`config.mk`:
```
export PLATFORM = sky130hd
export DESIGN_NAME = branch_redirect_ctrl_flat
export DESIGN_NICKNAME = d
export VERILOG_FILES = /design/src/rtl/branch_redirect_ctrl_if.sv /design/src/rtl/branch_redirect_ctrl.sv /design/src/flat_wrapper.sv
export SDC_FILE = /design/constraint.sdc
export NUM_CORES = 1
export LEC_CHECK = 0
export BUFFER_PORTS_ARGS = -buffer_cell sky130_fd_sc_hd__buf_2
export CAP_MARGIN = 20
export CORE_MARGIN = 10
export CORE_UTILIZATION = 47
export CTS_CLUSTER_DIAMETER = 80
export CTS_CLUSTER_SIZE = 8
export DETAILED_ROUTE_END_ITERATION = 10
export HOLD_SLACK_MARGIN = 0.06
export PLACE_DENSITY_LB_ADDON = 0.25
export SYNTH_ARGS = -nofsm -noshare
export SYNTH_HDL_FRONTEND = slang
export SYNTH_SLANG_ARGS = --single-unit
```
`constraint.sdc`:
```
create_clock -name clk -period 2.3 [get_ports clk]
set_input_delay 0.46 -clock clk [delete_from_list [all_inputs] [get_ports clk]]
set_output_delay 0.46 -clock clk [all_outputs]
set_load 0.02 [all_outputs]
```
`src/rtl/branch_redirect_ctrl_if.sv`:
```
// Branch redirect control bus.
//   Carries the EX-stage resolution inputs and the redirect/flush outputs
//   between the pipeline (master) and branch_redirect_ctrl (slave).
//   master : drives ex_valid, ex_jump, ex_pred_taken, ex_pc, ex_target, stall_in
//            receives pc_sel, redirect_pc, flush_if, flush_id, busy
//   slave  : the reverse directions.
//   BRANCH_REDIRECT_PERF_CNT_EN adds branch_cnt / mispred_cnt (slave outputs).
interface branch_redirect_ctrl_if #(
  parameter int unsigned XLEN = 32
);
  logic            ex_valid;
  logic            ex_jump;
  logic            ex_pred_taken;
  logic [XLEN-1:0] ex_pc;
  logic [XLEN-1:0] ex_target;
  logic            stall_in;
  logic            pc_sel;
  logic [XLEN-1:0] redirect_pc;
  logic            flush_if;
  logic            flush_id;
  logic            busy;
`ifdef BRANCH_REDIRECT_PERF_CNT_EN
  logic [31:0]     branch_cnt;
  logic [31:0]     mispred_cnt;
`endif

  modport master (
    output ex_valid, ex_jump, ex_pred_taken, ex_pc, ex_target, stall_in,
`ifdef BRANCH_REDIRECT_PERF_CNT_EN
    input  branch_cnt, mispred_cnt,
`endif
    input  pc_sel, redirect_pc, flush_if, flush_id, busy
  );

  modport slave (
    input  ex_valid, ex_jump, ex_pred_taken, ex_pc, ex_target, stall_in,
`ifdef BRANCH_REDIRECT_PERF_CNT_EN
    output branch_cnt, mispred_cnt,
`endif
    output pc_sel, redirect_pc, flush_if, flush_id, busy
  );
endinterface

```
`src/rtl/branch_redirect_ctrl.sv`:
```
// Branch mispredict redirect controller.
//   Detects a mispredicted control transfer in EX, registers the corrective
//   fetch address and sequences the front-end squash:
//     REDIRECT (1 cycle) : pc_sel, flush_if, flush_id
//     DRAIN (FLUSH_CYCLES-1 cycles) : flush_if only
//   Ports:
//     clk  : clock, all state on rising edge
//     rst  : synchronous active-high reset
//     bus  : branch_redirect_ctrl_if.slave (EX inputs, stall_in, redirect
//            and flush outputs, busy)
//   Parameters: FLUSH_CYCLES (1..7), XLEN (must match the bus interface).
//   Optional: define BRANCH_REDIRECT_PERF_CNT_EN for saturating branch and
//   mispredict counters on the bus.
module branch_redirect_ctrl #(
  parameter int unsigned FLUSH_CYCLES = 2,
  parameter int unsigned XLEN         = 32
) (
  input  logic                   clk,
  input  logic                   rst,
  branch_redirect_ctrl_if.slave  bus
);

  localparam logic [1:0] ST_IDLE     = 2'd0;
  localparam logic [1:0] ST_REDIRECT = 2'd1;
  localparam logic [1:0] ST_DRAIN    = 2'd2;

  localparam logic [2:0] DRAIN_LOAD  = 3'(FLUSH_CYCLES - 1);

  logic [1:0]      r_state;
  logic [2:0]      r_cnt;
  logic [XLEN-1:0] r_redirect_pc;

  logic            w_sample;
  logic            w_event;
  logic [XLEN-1:0] w_fix_pc;

  // Only IDLE, unstalled cycles look at EX; anything else is wrong-path.
  assign w_sample = bus.ex_valid & ~bus.stall_in & (r_state == ST_IDLE);
  assign w_event  = w_sample & (bus.ex_jump != bus.ex_pred_taken);
  assign w_fix_pc = bus.ex_jump ? bus.ex_target : (bus.ex_pc + XLEN'(4));

  always_ff @(posedge clk) begin
    if (rst) begin
      r_state       <= ST_IDLE;
      r_cnt         <= '0;
      r_redirect_pc <= '0;
    end else if (!bus.stall_in) begin
      case (r_state)
        ST_IDLE: begin
          if (w_event) begin
            r_state       <= ST_REDIRECT;
            r_redirect_pc <= w_fix_pc;
          end
        end
        ST_REDIRECT: begin
          if (FLUSH_CYCLES > 1) begin
            r_state <= ST_DRAIN;
            r_cnt   <= DRAIN_LOAD;
          end else begin
            r_state <= ST_IDLE;
          end
        end
        ST_DRAIN: begin
          // Leave on the edge where the count reaches zero.
          if (r_cnt <= 3'd1) begin
            r_state <= ST_IDLE;
            r_cnt   <= '0;
          end else begin
            r_cnt   <= r_cnt - 3'd1;
          end
        end
        default: begin
          r_state <= ST_IDLE;
          r_cnt   <= '0;
        end
      endcase
    end
  end

  // Outputs decode the registered state, so they appear one cycle after the
  // mispredict and freeze with it under stall.
  assign bus.pc_sel      = (r_state == ST_REDIRECT);
  assign bus.flush_id    = (r_state == ST_REDIRECT);
  assign bus.flush_if    = (r_state == ST_REDIRECT) | (r_state == ST_DRAIN);
  assign bus.busy        = (r_state != ST_IDLE);
  assign bus.redirect_pc = r_redirect_pc;

`ifdef BRANCH_REDIRECT_PERF_CNT_EN
  logic [31:0] r_branch_cnt;
  logic [31:0] r_mispred_cnt;

  always_ff @(posedge clk) begin
    if (rst) begin
      r_branch_cnt  <= '0;
      r_mispred_cnt <= '0;
    end else begin
      if (w_sample && (r_branch_cnt != '1))
        r_branch_cnt <= r_branch_cnt + 32'd1;
      if (w_event && (r_mispred_cnt != '1))
        r_mispred_cnt <= r_mispred_cnt + 32'd1;
    end
  end

  assign bus.branch_cnt  = r_branch_cnt;
  assign bus.mispred_cnt = r_mispred_cnt;
`endif

endmodule

```
`src/flat_wrapper.sv`:
```
// flat-port wrapper written by rule: the top's interface ports become plain ports
module branch_redirect_ctrl_flat 
#(
  parameter int unsigned FLUSH_CYCLES = 2,
  parameter int unsigned XLEN         = 32
)
  (clk, rst, bus_ex_valid, bus_ex_jump, bus_ex_pred_taken, bus_ex_pc, bus_ex_target, bus_stall_in, bus_pc_sel, bus_redirect_pc, bus_flush_if, bus_flush_id, bus_busy);
  branch_redirect_ctrl_if #(.XLEN(XLEN)) bus_i ();
  input  logic clk;
  input  logic rst;
  input wire logic [$bits(bus_i.ex_valid)-1:0] bus_ex_valid;
  input wire logic [$bits(bus_i.ex_jump)-1:0] bus_ex_jump;
  input wire logic [$bits(bus_i.ex_pred_taken)-1:0] bus_ex_pred_taken;
  input wire logic [$bits(bus_i.ex_pc)-1:0] bus_ex_pc;
  input wire logic [$bits(bus_i.ex_target)-1:0] bus_ex_target;
  input wire logic [$bits(bus_i.stall_in)-1:0] bus_stall_in;
  output wire logic [$bits(bus_i.pc_sel)-1:0] bus_pc_sel;
  output wire logic [$bits(bus_i.redirect_pc)-1:0] bus_redirect_pc;
  output wire logic [$bits(bus_i.flush_if)-1:0] bus_flush_if;
  output wire logic [$bits(bus_i.flush_id)-1:0] bus_flush_id;
  output wire logic [$bits(bus_i.busy)-1:0] bus_busy;
  assign bus_i.ex_valid = bus_ex_valid;
  assign bus_i.ex_jump = bus_ex_jump;
  assign bus_i.ex_pred_taken = bus_ex_pred_taken;
  assign bus_i.ex_pc = bus_ex_pc;
  assign bus_i.ex_target = bus_ex_target;
  assign bus_i.stall_in = bus_stall_in;
  assign bus_pc_sel = bus_i.pc_sel;
  assign bus_redirect_pc = bus_i.redirect_pc;
  assign bus_flush_if = bus_i.flush_if;
  assign bus_flush_id = bus_i.flush_id;
  assign bus_busy = bus_i.busy;
  branch_redirect_ctrl #(.FLUSH_CYCLES(FLUSH_CYCLES), .XLEN(XLEN)) u_core (.clk(clk), .rst(rst), .bus(bus_i));
endmodule
```
# Word-level counts from Yosys, hierarchy flattened
# Cells that the tools add are included.
[word_totals]
input_bits = 70
register_bits = 37
elab_cells = 28
[classes]
n_eq_ne = 5
add_sub_neg = 2
bitwise = 6
muxes = 6
reduce_logical = 5
magnitude_cmp = 1
[op_table]
columns = ["operator", "count"]
rows = [
  ["32-bit by 3-bit adder with 32-bit output, second input constant", 1],
  ["32-bit 2-to-1 mux", 1],
  ["3-bit one-hot mux with 3 select lines", 1],
  ["2-bit one-hot mux with 3 select lines", 1],
  ["3-bit AND reduction", 2],
  ["2-bit 2-to-1 mux", 2],
  ["2-bit by 1-bit inequality test with 1-bit output, second input constant", 2],
  ["1-bit AND", 3],
  ["3-bit by 1-bit less-or-equal comparator with 1-bit output, second input constant", 1],
  ["3-bit 2-to-1 mux", 1],
  ["3-bit by 1-bit subtractor with 3-bit output, second input constant", 1],
  ["2-bit by 1-bit == test with 1-bit output, second input constant", 1],
  ["2-bit == test, second input constant", 1],
  ["2-bit logical NOT", 1],
  ["1-bit NOT", 2],
  ["2-bit AND reduction", 1],
  ["2-bit nonzero test", 1],
  ["1-bit inequality test", 1],
  ["1-bit OR", 1],
]

# Depth between registers and ports, before layout
# Gate-level depths: netlist (run 1).
[depth]
depth_word = 6
depth_mapped = 8
depth_no_buf = 7

# Worst setup path after synthesis (run 1)
# Ideal clock, no wire load.
[synth_timing]
kind = "input -> register"
start = "in bus_ex_pc[2]"
end = "reg u_core.r_redirect_pc[16] (netlist: u_core.bus.redirect_pc[16])"
path_slack_ns = 0.345
t_arrival_ns = 1.821
cell_stages = 7
setup_time_ns = 0.134
cell_sequence = "ha_1 -> nand2_1 -> or2_1 -> buf_2 -> or4_1 -> xnor2_1 -> o22ai_1"
[synth_via]
elab_chain_len = 2
[synth_lines]
columns = ["item", "line", "rtl"]
rows = [
  ["start, declared", "flat_wrapper.sv:14", "input wire logic [$bits(bus_i.ex_pc)-1:0] bus_ex_pc;"],
  ["32-bit by 3-bit adder with 32-bit output", "branch_redirect_ctrl.sv:40", "assign w_fix_pc = bus.ex_jump ? bus.ex_target : (bus.ex_pc + XLEN'(4));"],
  ["32-bit 2-to-1 mux", "branch_redirect_ctrl.sv:40", ""],
  ["end signal, assigned", "branch_redirect_ctrl.sv:52", "r_redirect_pc <= w_fix_pc;"],
  ["end, declared", "branch_redirect_ctrl.sv:31", "logic [XLEN-1:0] r_redirect_pc;"],
]
# Every way passes these cells.
# A chain may end at the register's enable or synchronous reset.

# Final worst setup path (run 1)
[layout_timing]
start = "reg u_core.r_state[0]"
end = "reg u_core.r_redirect_pc[21] (netlist: u_core.bus.redirect_pc[21])"
[layout_via]
elab_chain_len = 4
[layout_lines]
columns = ["item", "line", "rtl"]
rows = [
  ["start, declared", "branch_redirect_ctrl.sv:29", "logic [1:0] r_state;"],
  ["start signal, assigned", "branch_redirect_ctrl.sv:44", "r_state <= ST_IDLE;"],
  ["start signal, assigned", "branch_redirect_ctrl.sv:51", "r_state <= ST_REDIRECT;"],
  ["start signal, assigned", "branch_redirect_ctrl.sv:57", "r_state <= ST_DRAIN;"],
  ["2-bit logical NOT *", "branch_redirect_ctrl.sv:38, branch_redirect_ctrl.sv:48", ""],
  ["1-bit AND", "branch_redirect_ctrl.sv:38", "assign w_sample = bus.ex_valid & ~bus.stall_in & (r_state == ST_IDLE);"],
  ["1-bit AND", "branch_redirect_ctrl.sv:39", "assign w_event = w_sample & (bus.ex_jump != bus.ex_pred_taken);"],
  ["3-bit AND reduction (no source line) *", "--", ""],
]
# Mark *: on every way between the ends. The rest lies on a longest branch, timed or not.

==> run summary, run 1 <==
post-synthesis cell type count = 43
diodes inserted = 0
Skew-Pair Late Insertion Delay = 0.29 ns
Seq cells post-synth = 37
compound-cell area share of the yosys netlist = 0.196
Synth area leader = dfxtp_1
WL/cell = 15.7 µm
Final setup viols = 0
Critical Setup Path Class = reg2reg
Num CTS Buffers = 5
Fin. Hold Viols = 0
PostCTS Resize Cnt = 0
Synth area leaders = dfxtp_1, xnor2_1, a21oi_1
Total GRT Usage = 0.171
pin count of the biggest net entering global routing = 34
CORE AREA = 0.00475 mm²
Clock transition at path regs = 0.08 ns
Worst VDD drop = 0.278 mV
CP Max Fanout = 18
ys flop type = dfxtp_1
Mapped Area = 0.00233 mm²
first-pass GRT wire length = 11900 µm
CTS max path bufs = 2
share of cells above drive strength 1 = 0.340
CP endpoint kind = flip-flop
power per cell area = 527 mW/mm²
final net count = 472
combinational family with the most area after synthesis = simple AND/OR/NAND/NOR gates
worst rel slew slack = 0.595
H-tree Lvls = 2
1st-pass router iterations = 4
final count of pins violating max slew = 0
RSZ-0062 raised after global routing = no
Async SR Flop Fraction = 0
minimum clock period = 1.97 ns
period utilisation layout = 0.858
slew of the pin with the lowest slew margin = 0.606 ns
Avg Inst Size Synth = 7.94 µm²
setup bufs post-CTS = 0
drt total wl = 7270 µm
Leakage = 1.35 nW
crit path cell chain = inv_1 -> ha_1 -> and3b_1 -> nand2_1 -> nor2_1 -> nand2_1 -> o22ai_1
die height = 90.4 µm
max-cap violations = 0
via count = 2474
Hold/Removal Path Class = reg2reg
Vias/cell = 5.33
Mapped Cells = 293
hold buffers post-CTS = 0
die footprint = 0.00816 mm²
Top Ports = 106
xor/xnor share of the synthesized area = 0.105
GR Overflow Total = 0
layout overhead on the synthesized area = 31.5%
Cell Area, Placed = 0.00294 mm²
Ys Warns = 0
Port Buffer Count = 105
antenna violations before repair = 0
Die W = 90.4 µm
number of enable flip-flop cells after synthesis = 0
Synth Area in Adders = 0.0323
Initial Utilization = 0.489
clock root cell = clkbuf_8
Yosys top cell area share = 0.318
routability cong. = 0.842
syn_nets = 369
part of the Yosys area used for sequential elements = 0.318
fmax = 507 MHz
TNS Setup = 0 ns
slowest cell delay on critical path = 0.40 ns
final instance area = 0.00306 mm²
Worst path most repeated cell = nand2_1
DP HPWL = 5820 µm
Crit-path slowest cell = nand2_1
CTS Sinks = 37
multiplexer area fraction after synthesis = 0.0258
WP data arrival = 2.18 ns
Critical Path RT = 2.51 ns
standard-cell rows = 25
DR iter-0 viols = 155
outcome = finished clean
Simple-Gate Fraction of Synth Area = 0.267
CTS tree = yes
residual DRC count = 0
clock skew = 0.00346 ns
DRT antenna net count = 0
vias in the first global route = 2450
Worst Setup Start Kind = flip-flop
## logic make-up (layout without fill, tap and decap cells)
kind of cell | Yosys count | count (layout)
fa+ha+maj | 6 | 6
mux | 6 | 6
xor+xnor | 28 | 28
compound gates | 77 | 77
flops | 37 | 37
buf+inv | 30 | 134
simple gates | 109 | 109
## cell type report
type                    count  area (µm²)
clock buffers               6        82.6
fillers                   423        1700
clock inverters             2        37.5
well taps                  67        83.8
multi-input cells         226        1460
flip-flops and latches     37         741
inverters                  11        41.3
repair buffers            115         613
## metrics by stage
step	instances	total power [mW]	hold WS [ns]	util	setup slack, ns
2_1_floorplan	293	0.879	0.462	-	0.345
3_3_place_gp	456	1.03	0.438	0.618	0.157
3_5_place_dp	456	1.03	0.442	0.618	0.147
4_1_cts	464	1.62	0.451	0.643	0.317
5_1_grt	464	1.69	0.479	0.643	0.0721
6_report	464	1.61	0.452	0.643	0.328
## cells in the mapped netlist, types with 3 or more instances
master    count
dfxtp_1      37
a21oi_1      28
nand2_1      26
xnor2_1      21
and3_1       16
nor2_1       16
o22ai_1      16
o21ai_0      14
clkbuf_1     13
nand3_1      12
inv_1        11
nor3_1       10
xor2_1        7
ha_1          6
mux2i_1       6
a211oi_1      5
o211ai_1      5
nand4_1       4
nor4_2        4
a31oi_1       3
buf_2         3
nor4_1        3
or3_1         3
## final timing paths
kind | start | endpoint | slack, ns | cells past startpoint
max | u_core.r_state[0]$_SDFFE_PP0P_ | u_core.bus.redirect_pc[21]$_SDFFE_PP0P_ | 0.33 | 7
min | u_core.bus.redirect_pc[9]$_SDFFE_PP0P_ | u_core.bus.redirect_pc[9]$_SDFFE_PP0P_ | 0.45 | 2
max reg2reg | u_core.r_state[0]$_SDFFE_PP0P_ | u_core.bus.redirect_pc[21]$_SDFFE_PP0P_ | 0.33 | 7
min reg2reg | u_core.bus.redirect_pc[9]$_SDFFE_PP0P_ | u_core.bus.redirect_pc[9]$_SDFFE_PP0P_ | 0.45 | 2
## cell usage in the layout (no fill, tap or decap), types with 2 or more instances in the layout
master	count
a211oi_1	5
a21o_1	2
a21oi_1	28
a31oi_1	3
and3_1	16
and4_1	2
buf_2	105
buf_4	9
clkbuf_8	6
dfxtp_1	37
ha_1	6
inv_1	11
mux2i_1	6
nand2_1	26
nand2b_1	2
nand3_1	12
nand4_1	4
nor2_1	16
nor3_1	10
nor4_1	3
nor4_2	4
o211ai_1	5
o21ai_0	14
o22ai_1	16
or3_1	3
xnor2_1	21
xor2_1	7
## power by group
group          switching (mW)  internal (mW)
Sequential             0.0130          0.668
Combinational           0.197          0.138
Clock                   0.243          0.353
## flip-flops by register name (all words and copies together), names as in the netlist
register and count:
u_core.bus.redirect_pc 32, u_core.r_cnt 3, u_core.r_state 2
## layer usage
| layer | wire (µm) | vias up | GRT usage |
|---|---|---|---|
| li1 | - | 1258 | - |
| met4 | 157 | 0 | 0.0610 |
| met3 | 469 | 15 | 0.0540 |
| met1 | 3420 | 1124 | 0.220 |
| met5 | 0 | - | 0 |
| met2 | 3220 | 77 | 0.263 |
## critical path, delay by kind of cell (launching register included)
kind | cells | cell delay, ns
and+or+nand+nor | 4 | 0.95
DFF | 1 | 0.33
AOI/OAI and AO/OA | 1 | 0.30
adders and majority gates | 1 | 0.23
buffers and inverters | 1 | 0.09
No activity file was read; power rests on OpenSTA's default activity.
==> inputs of run 2 (changes only) <==
==> constraint.sdc (replaced) <==
create_clock -name clk -period 2.3 [get_ports clk]
set_input_delay 0.115 -clock clk [delete_from_list [all_inputs] [get_ports clk]]
set_output_delay 0.115 -clock clk [all_outputs]
set_load 0.02 [all_outputs]
==> run 2 against run 1 <==
Flip-flop and latch count stayed put. Critical path depth stayed put. Utilization is 0.45 points lower. Combinational power hardly changed. Clock power is 14% higher. Highest routed layer unchanged. First-iteration DRC count is 7.1% lower. Via count stayed put. Critical endpoint is now u_core.bus.redirect_pc[19]$_SDFFE_PP0P_. Largest power group unchanged.
==> run summary, run 2 (same netlist as run 1, synthesis figures left out) <==
outcome = finished clean
hold depth = 3 (+1)
Total GRT Usage = 0.173 (+0.00205)
Fin. Hold Viols = 0 (unchanged)
setup bufs post-CTS = 0 (unchanged)
Critical Path RT = 2.52 ns (about the same)
worst rel slew slack = 0.589 (-0.00600)
Worst Reg-to-Reg Cells = 7 (unchanged)
pin count of the biggest net entering global routing = 36 (+5.9%)
minimum clock period = 1.93 ns (-0.0437 ns)
Final Hold Slack = 0.131 ns (-0.322 ns)
fmax = 519 MHz (+2.3%)
Critical Setup Path Class = reg2reg
slack of the worst reg-to-reg path = 0.37 ns (+0.04 ns)
clock skew = 0.00612 ns (+0.00266 ns)
WP data arrival = 2.15 ns (-0.03 ns)
Final setup viols = 0 (unchanged)
DRT antenna net count = 0 (unchanged)
routability cong. = 0.838 (-0.49%)
RSZ-0062 raised after global routing = no
CP Max Fanout = 18 (unchanged)
final setup margin = 0.371 ns (+0.0437 ns)
Die W = 90.4 µm (unchanged)
share of cells above drive strength 1 = 0.335 (-0.00502)
CTS max path bufs = 2 (unchanged)
Initial Utilization = 0.489 (unchanged)
WL/cell = 15.9 µm (+1.8%)
reg2reg start = u_core.r_state[0]$_SDFFE_PP0P_
GR Overflow Total = 0 (unchanged)
CP Launch Point = u_core.r_state[0]$_SDFFE_PP0P_
hold path startpoint = bus_ex_target[2]
drt total wl = 7350 µm (+1.2%)
DR iter-0 viols = 144 (-7.1%)
overall power = 1.69 mW (+4.9%)
DP HPWL = 5890 µm (+1.2%)
met1 usage = 0.223 (+0.00288)
CTS tree = yes
die height = 90.4 µm (unchanged)
grt met3 use = 0.0540 (unchanged)
PostCTS Resize Cnt = 0 (unchanged)
Port Buffer Count = 105 (unchanged)
1st-pass router iterations = 4 (unchanged)
commonest non-fill, non-tap cell in the layout = buf_2
Hold/Removal Path Class = in2reg
final count of pins violating max slew = 0 (unchanged)
H-tree Lvls = 2 (unchanged)
power per cell area = 557 mW/mm² (+5.6%)
slew of the pin with the lowest slew margin = 0.615 ns (+0.00898 ns)
Place WS = 0.378 ns (+0.230 ns)
first-pass GRT wire length = 12100 µm (+1.6%)
CORE AREA = 0.00475 mm² (unchanged)
Worst VDD drop = 0.271 mV (-2.4%)
Top Ports = 106 (unchanged)
standard-cell rows = 25 (unchanged)
diodes inserted = 0 (unchanged)
vias in the first global route = 2471 (+0.86%)
Worst Setup Start Kind = flip-flop
Num CTS Buffers = 5 (unchanged)
period utilisation layout = 0.839 (-0.0190)
via count = 2474 (unchanged)
Vias/cell = 5.37 (+0.65%)
final net count = 469 (-0.64%)
max-cap violations = 0 (unchanged)
TNS Setup = 0 ns (unchanged)
layout overhead on the synthesized area = 30.6%
RR Endpoint = u_core.bus.redirect_pc[19]$_SDFFE_PP0P_
Top Usage Layer GRT = met2
Leakage = 1.34 nW (-0.73%)
most frequent cells in the layout = buf_2, dfxtp_1, a21oi_1, nand2_1, xnor2_1
met2 Track Usage GR = 0.276 (+0.0133)
worst-case hold path end point = u_core.bus.redirect_pc[2]$_SDFFE_PP0P_
clock root cell = clkbuf_8
residual DRC count = 0 (unchanged)
antenna violations before repair = 0 (unchanged)
CP endpoint kind = flip-flop
die footprint = 0.00816 mm² (unchanged)
Clock transition at path regs = 0.08 ns (about the same)
hold buffers post-CTS = 0 (unchanged)
CTS Sinks = 37 (unchanged)
max reg flops = 32 (unchanged)
Skew-Pair Late Insertion Delay = 0.29 ns (about the same)
-- run 2: cell count changes in the layout (fill, tap and decap cells not counted), sizes merged --
cell	before	now
clkinvlp	1	0
clkbuf	6	5
buf	115	112
bufinv	1	2
clkinv	0	1
-- run 2: how the worst max path moves through the flow --
stage                                                    endpoint  slack, ns
after floorplan            u_core.bus.redirect_pc[3]$_SDFFE_PP0P_       0.51
after global placement    u_core.bus.redirect_pc[31]$_SDFFE_PP0P_       0.41
after detailed placement  u_core.bus.redirect_pc[19]$_SDFFE_PP0P_       0.38
after CTS                 u_core.bus.redirect_pc[19]$_SDFFE_PP0P_       0.37
after global routing      u_core.bus.redirect_pc[19]$_SDFFE_PP0P_       0.17
final                     u_core.bus.redirect_pc[19]$_SDFFE_PP0P_       0.37
-- run 2: area by class of cell --
class / instances / area, µm²
fill: 466 / 1720
clock buffer: 5 / 68.8
inverter: 11 / 41.3
timing repair buffer: 112 / 578
multi-input combinational: 226 / 1460
clock inverter: 3 / 65.1
tap: 67 / 83.8
sequential: 37 / 741
-- run 2: metal layers --
layer | share of wire | vias up | routed length [µm]
met5 | 0 | - | 0
met4 | 0.012 | 0 | 86
met3 | 0.071 | 9 | 523
met2 | 0.46 | 97 | 3350
met1 | 0.46 | 1114 | 3390
li1 | - | 1254 | -
-- run 2: power breakdown --
part           switching (mW)  total, mW  leakage [nW]  internal (mW)
Sequential             0.0137      0.682         0.301          0.668
Clock                   0.247      0.678        0.0681          0.431
Combinational           0.197      0.332         0.969          0.135
-- run 2: worst max-delay path: stages (launching register included) --
cell and delay [ns]:
dfxtp_1 0.33, inv_1 0.08, ha_1 0.21, and3b_1 0.25, nand2_1 0.09, nor2_1 0.18
nand2_1 0.41, o22ai_1 0.29
-- run 2: stage by stage --
| stage | cell area [µm²] | utilization | instances |
|---|---|---|---|
| global route | 3040 | 0.639 | 461 |
| finish | 3040 | 0.639 | 461 |
| CTS | 3040 | 0.639 | 461 |
| floorplan | 2330 | - | 293 |
| global placement | 2900 | 0.611 | 453 |
| detailed placement | 2900 | 0.611 | 453 |
==> inputs of run 3 (changes only) <==
--- a/config.mk
+++ b/config.mk
@@ -5,10 +5,11 @@
 export SDC_FILE = /design/constraint.sdc
 export NUM_CORES = 1
 export LEC_CHECK = 0
+export ABC_AREA = 1
 export BUFFER_PORTS_ARGS = -buffer_cell sky130_fd_sc_hd__buf_2
 export CAP_MARGIN = 20
 export CORE_MARGIN = 10
-export CORE_UTILIZATION = 47
+export CORE_UTILIZATION = 50
 export CTS_CLUSTER_DIAMETER = 80
 export CTS_CLUSTER_SIZE = 8
 export DETAILED_ROUTE_END_ITERATION = 10
==> constraint.sdc (replaced) <==
create_clock -name clk -period 1.99 [get_ports clk]
set_input_delay 0.0995 -clock clk [delete_from_list [all_inputs] [get_ports clk]]
set_output_delay 0.0995 -clock clk [all_outputs]
set_load 0.02 [all_outputs]
==> run 3 against run 2 <==
Clock skew is 0.0030 ns higher. Critical path depth is 2 higher. Utilization is 1.2 points higher. Register-to-register slack worse by 0.03 ns. Critical endpoint is now u_core.r_state[0]$_SDFFE_PP0P_. Largest power group unchanged.
==> run summary, run 3 <==
outcome = finished clean
max reg flops = 32 (unchanged)
CORE AREA = 0.00520 mm² (+9.5%)
clock skew = 0.00914 ns (+0.00302 ns)
slowest cell delay on critical path = 0.33 ns (-0.08 ns)
residual DRC count = 0 (unchanged)
1st-pass router iterations = 5 (+1)
Synth Area in Adders = 0.0274 (-0.00487)
Hold/Removal Path Class = in2reg
standard-cell rows = 26 (+4.0%)
Vias/cell = 5.03 (-6.4%)
combinational family with the most area after synthesis = simple AND/OR/NAND/NOR gates
NetSw = 744 µW (+63%)
CP Launch Point = u_core.r_state[1]$_SDFFE_PP0P_
syn_nets = 499 (+35%)
period utilisation layout = 0.828 (-0.0104)
Synth top cells by count = nand2_1, nor2_1, a21oi_1, dfxtp_1, inv_1
Synth area leader = dfxtp_1
Crit path depth = 9 (+2)
CTS tree = yes
Port Buffer Count = 105 (unchanged)
xor/xnor share of the synthesized area = 0.0471 (-0.0584)
GR Overflow Total = 0 (unchanged)
vias in the first global route = 3015 (+22%)
CTS Sinks = 37 (unchanged)
pin count of the biggest net entering global routing = 40 (+11%)
WL/cell = 13.8 µm (-13%)
ys flop type = dfxtp_1
RR Endpoint = u_core.r_state[0]$_SDFFE_PP0P_
Total GRT Usage = 0.188 (+0.0150)
setup bufs post-CTS = 0 (unchanged)
Simple-Gate Fraction of Synth Area = 0.401 (+0.134)
clock root cell = clkbuf_8
Num CTS Buffers = 5 (unchanged)
H-tree Lvls = 2 (unchanged)
CTS max path bufs = 2 (unchanged)
antenna violations before repair = 0 (unchanged)
fmax = 607 MHz (+17%)
Fin. Hold Viols = 0 (unchanged)
CP top delay family = buffers and inverters
multiplexer area fraction after synthesis = 0 (-0.0258)
Worst VDD drop = 0.322 mV (+19%)
Skew-Pair Late Insertion Delay = 0.30 ns (about the same)
reg2reg start = u_core.r_state[1]$_SDFFE_PP0P_
Avg Inst Size Synth = 6.47 µm² (-18%)
Cells after DPL = 584 (+29%)
part of the Yosys area used for sequential elements = 0.270 (-0.0480)
grt met3 use = 0.0560 (+0.00192)
Flop pwr share = 0.368 (-0.035)
hold buffers post-CTS = 0 (unchanged)
Synth area leaders = dfxtp_1, nand2_1, a21oi_1
Clock power frac = 0.345 (-0.056)
Leakage = 1.75 nW (+31%)
Critical Path RT = 2.17 ns (-0.35 ns)
most frequent cell after synthesis = nand2_1
final count of pins violating max slew = 0 (unchanged)
via count = 2975 (+20%)
post-synthesis cell type count = 37 (-14%)
slew of the pin with the lowest slew margin = 0.628 ns (+0.0136 ns)
WP buf/inv = 2 (+1)
CP Max Fanout = 25 (+7)
Async SR Flop Fraction = 0 (unchanged)
WP data arrival = 1.83 ns (-0.32 ns)
CP endpoint kind = flip-flop
sw frac = 0.326 (+0.0560)
RSZ-0062 raised after global routing = no
Seq cells post-synth = 37 (unchanged)
Top Usage Layer GRT = met2
Comb power frac = 0.287 (+0.091)
Worst Setup Start Kind = flip-flop
Ys Warns = 0 (unchanged)
worst rel slew slack = 0.581 (-0.00851)
first-pass GRT wire length = 13800 µm (+14%)
Die W = 94.0 µm (+4.1%)
die height = 94.0 µm (+4.1%)
Final Hold Slack = 0.0622 ns (-0.0686 ns)
power per cell area = 673 mW/mm² (+21%)
Crit-path slowest cell = inv_2
Initial Utilization = 0.526 (+0.0370)
DR iter-0 viols = 83 (-42%)
met2 Track Usage GR = 0.325 (+0.0494)
final net count = 597 (+27%)
compound-cell area share of the yosys netlist = 0.159 (-0.0378)
Top Ports = 106 (unchanged)
met1 usage = 0.222 (-0.00104)
Mapped Area = 0.00274 mm² (+18%)
TNS Setup = 0 ns (unchanged)
final setup margin = 0.342 ns (-0.0293 ns)
Final setup viols = 0 (unchanged)
Multi-input gate area = 0.00174 mm² (+19%)
DRT antenna net count = 0 (unchanged)
drt total wl = 8180 µm (+11%)
worst setup path end = u_core.r_state[0]$_SDFFE_PP0P_
commonest non-fill, non-tap cell in the layout = nand2_1
P_int = 1.54 mW (+24%)
Place WS = 0.338 ns (-0.0395 ns)
layout overhead on the synthesized area = 23.7%
fill count = 512 (+9.9%)
Post-Layout Cell Count = 592 (+28%)
Clock transition at path regs = 0.08 ns (about the same)
DP HPWL = 6630 µm (+13%)
slack of the worst reg-to-reg path = 0.34 ns (-0.03 ns)
number of enable flip-flop cells after synthesis = 0 (unchanged)
Mapped Cells = 423 (+44%)
max-cap violations = 0 (unchanged)
most frequent cells in the layout = nand2_1, buf_2, nor2_1, a21oi_1, dfxtp_1
Yosys top cell area share = 0.270 (-0.0480)
minimum clock period = 1.65 ns (-0.281 ns)
die footprint = 0.00884 mm² (+8.3%)
PostCTS Resize Cnt = 0 (unchanged)
share of cells above drive strength 1 = 0.299 (-0.0362)
register area = 741 µm² (unchanged)
Worst Reg-to-Reg Cells = 9 (+2)
crit path cell chain = inv_1 -> ha_1 -> nand2_1 -> nor2_1 -> nand2_2 -> inv_2 -> o21ai_2 -> o21ai_1 -> a21oi_1
Critical Setup Path Class = reg2reg
diodes inserted = 0 (unchanged)
routability cong. = 0.914 (+9.0%)
-- run 3: cell count changes after synthesis, moves of 9 or more --
| cell | previous run | this run |
|---|---|---|
| o21ai_1 | 0 | 14 |
| a21oi_1 | 28 | 44 |
| xnor2_1 | 21 | 6 |
| nor3_1 | 10 | 1 |
| and3_1 | 16 | 0 |
| nor2_1 | 16 | 57 |
| nand3_1 | 12 | 25 |
| nand2_1 | 26 | 120 |
| inv_1 | 11 | 30 |
| o22ai_1 | 16 | 0 |
-- run 3: cells by family after synthesis --
group,after synthesis
XOR/XNOR,13
buffers and inverters,53
AND/OR/NAND/NOR,234
AO/OA/AOI/OAI,80
flip-flops,37
adder cells (fa/ha/maj),6
-- run 3: worst min-delay path, stage by stage --
cell and delay, ns:
buf_2 0.09, nand2_1 0.05, a31oi_1 0.07
-- run 3: per-layer routing --
metal / routed length, µm / share of wire
met2: 3910 / 0.48
met4: 97 / 0.012
met5: 0 / 0
met3: 626 / 0.077
met1: 3550 / 0.43
-- run 3: cell type report --
| class | count | share of cell area |
|---|---|---|
| Clock buffer | 5 | 0.0203 |
| Clock inverter | 3 | 0.0192 |
| Sequential cell | 37 | 0.219 |
| Inverter | 35 | 0.0395 |
| Multi-Input combinational cell | 333 | 0.512 |
| Tap cell | 70 | 0.0259 |
| Timing Repair Buffer | 109 | 0.164 |
-- run 3: worst min-delay path by stage --
stage,start,end,slack (ns),cells after the start
floorplan,bus_ex_pc[0],u_core.bus.redirect_pc[0]$_SDFFE_PP0P_,0.26,2
global placement,bus_ex_target[4],u_core.bus.redirect_pc[4]$_SDFFE_PP0P_,0.37,3
detailed placement,bus_ex_target[2],u_core.bus.redirect_pc[2]$_SDFFE_PP0P_,0.38,3
CTS,bus_ex_target[2],u_core.bus.redirect_pc[2]$_SDFFE_PP0P_,0.07,3
global route,bus_ex_target[2],u_core.bus.redirect_pc[2]$_SDFFE_PP0P_,0.08,3
finish,bus_ex_target[2],u_core.bus.redirect_pc[2]$_SDFFE_PP0P_,0.06,3
-- run 3: power by group through the flow --
stage | Clock, mW | Combinational [mW] | Sequential, mW
after floorplan | 0 | 0.378 | 0.916
after global placement | 0 | 0.642 | 0.853
after detailed placement | 0 | 0.656 | 0.855
after CTS | 0.794 | 0.659 | 0.838
after global routing | 0.825 | 0.734 | 0.846
final | 0.787 | 0.654 | 0.839
-- run 3: through the flow --
stage | power (mW) | utilization | cell area, µm²
after floorplan | 1.29 | - | 2740
after global placement | 1.49 | 0.625 | 3250
after detailed placement | 1.51 | 0.625 | 3250
after CTS | 2.29 | 0.651 | 3390
after global routing | 2.41 | 0.651 | 3390
final | 2.28 | 0.651 | 3390
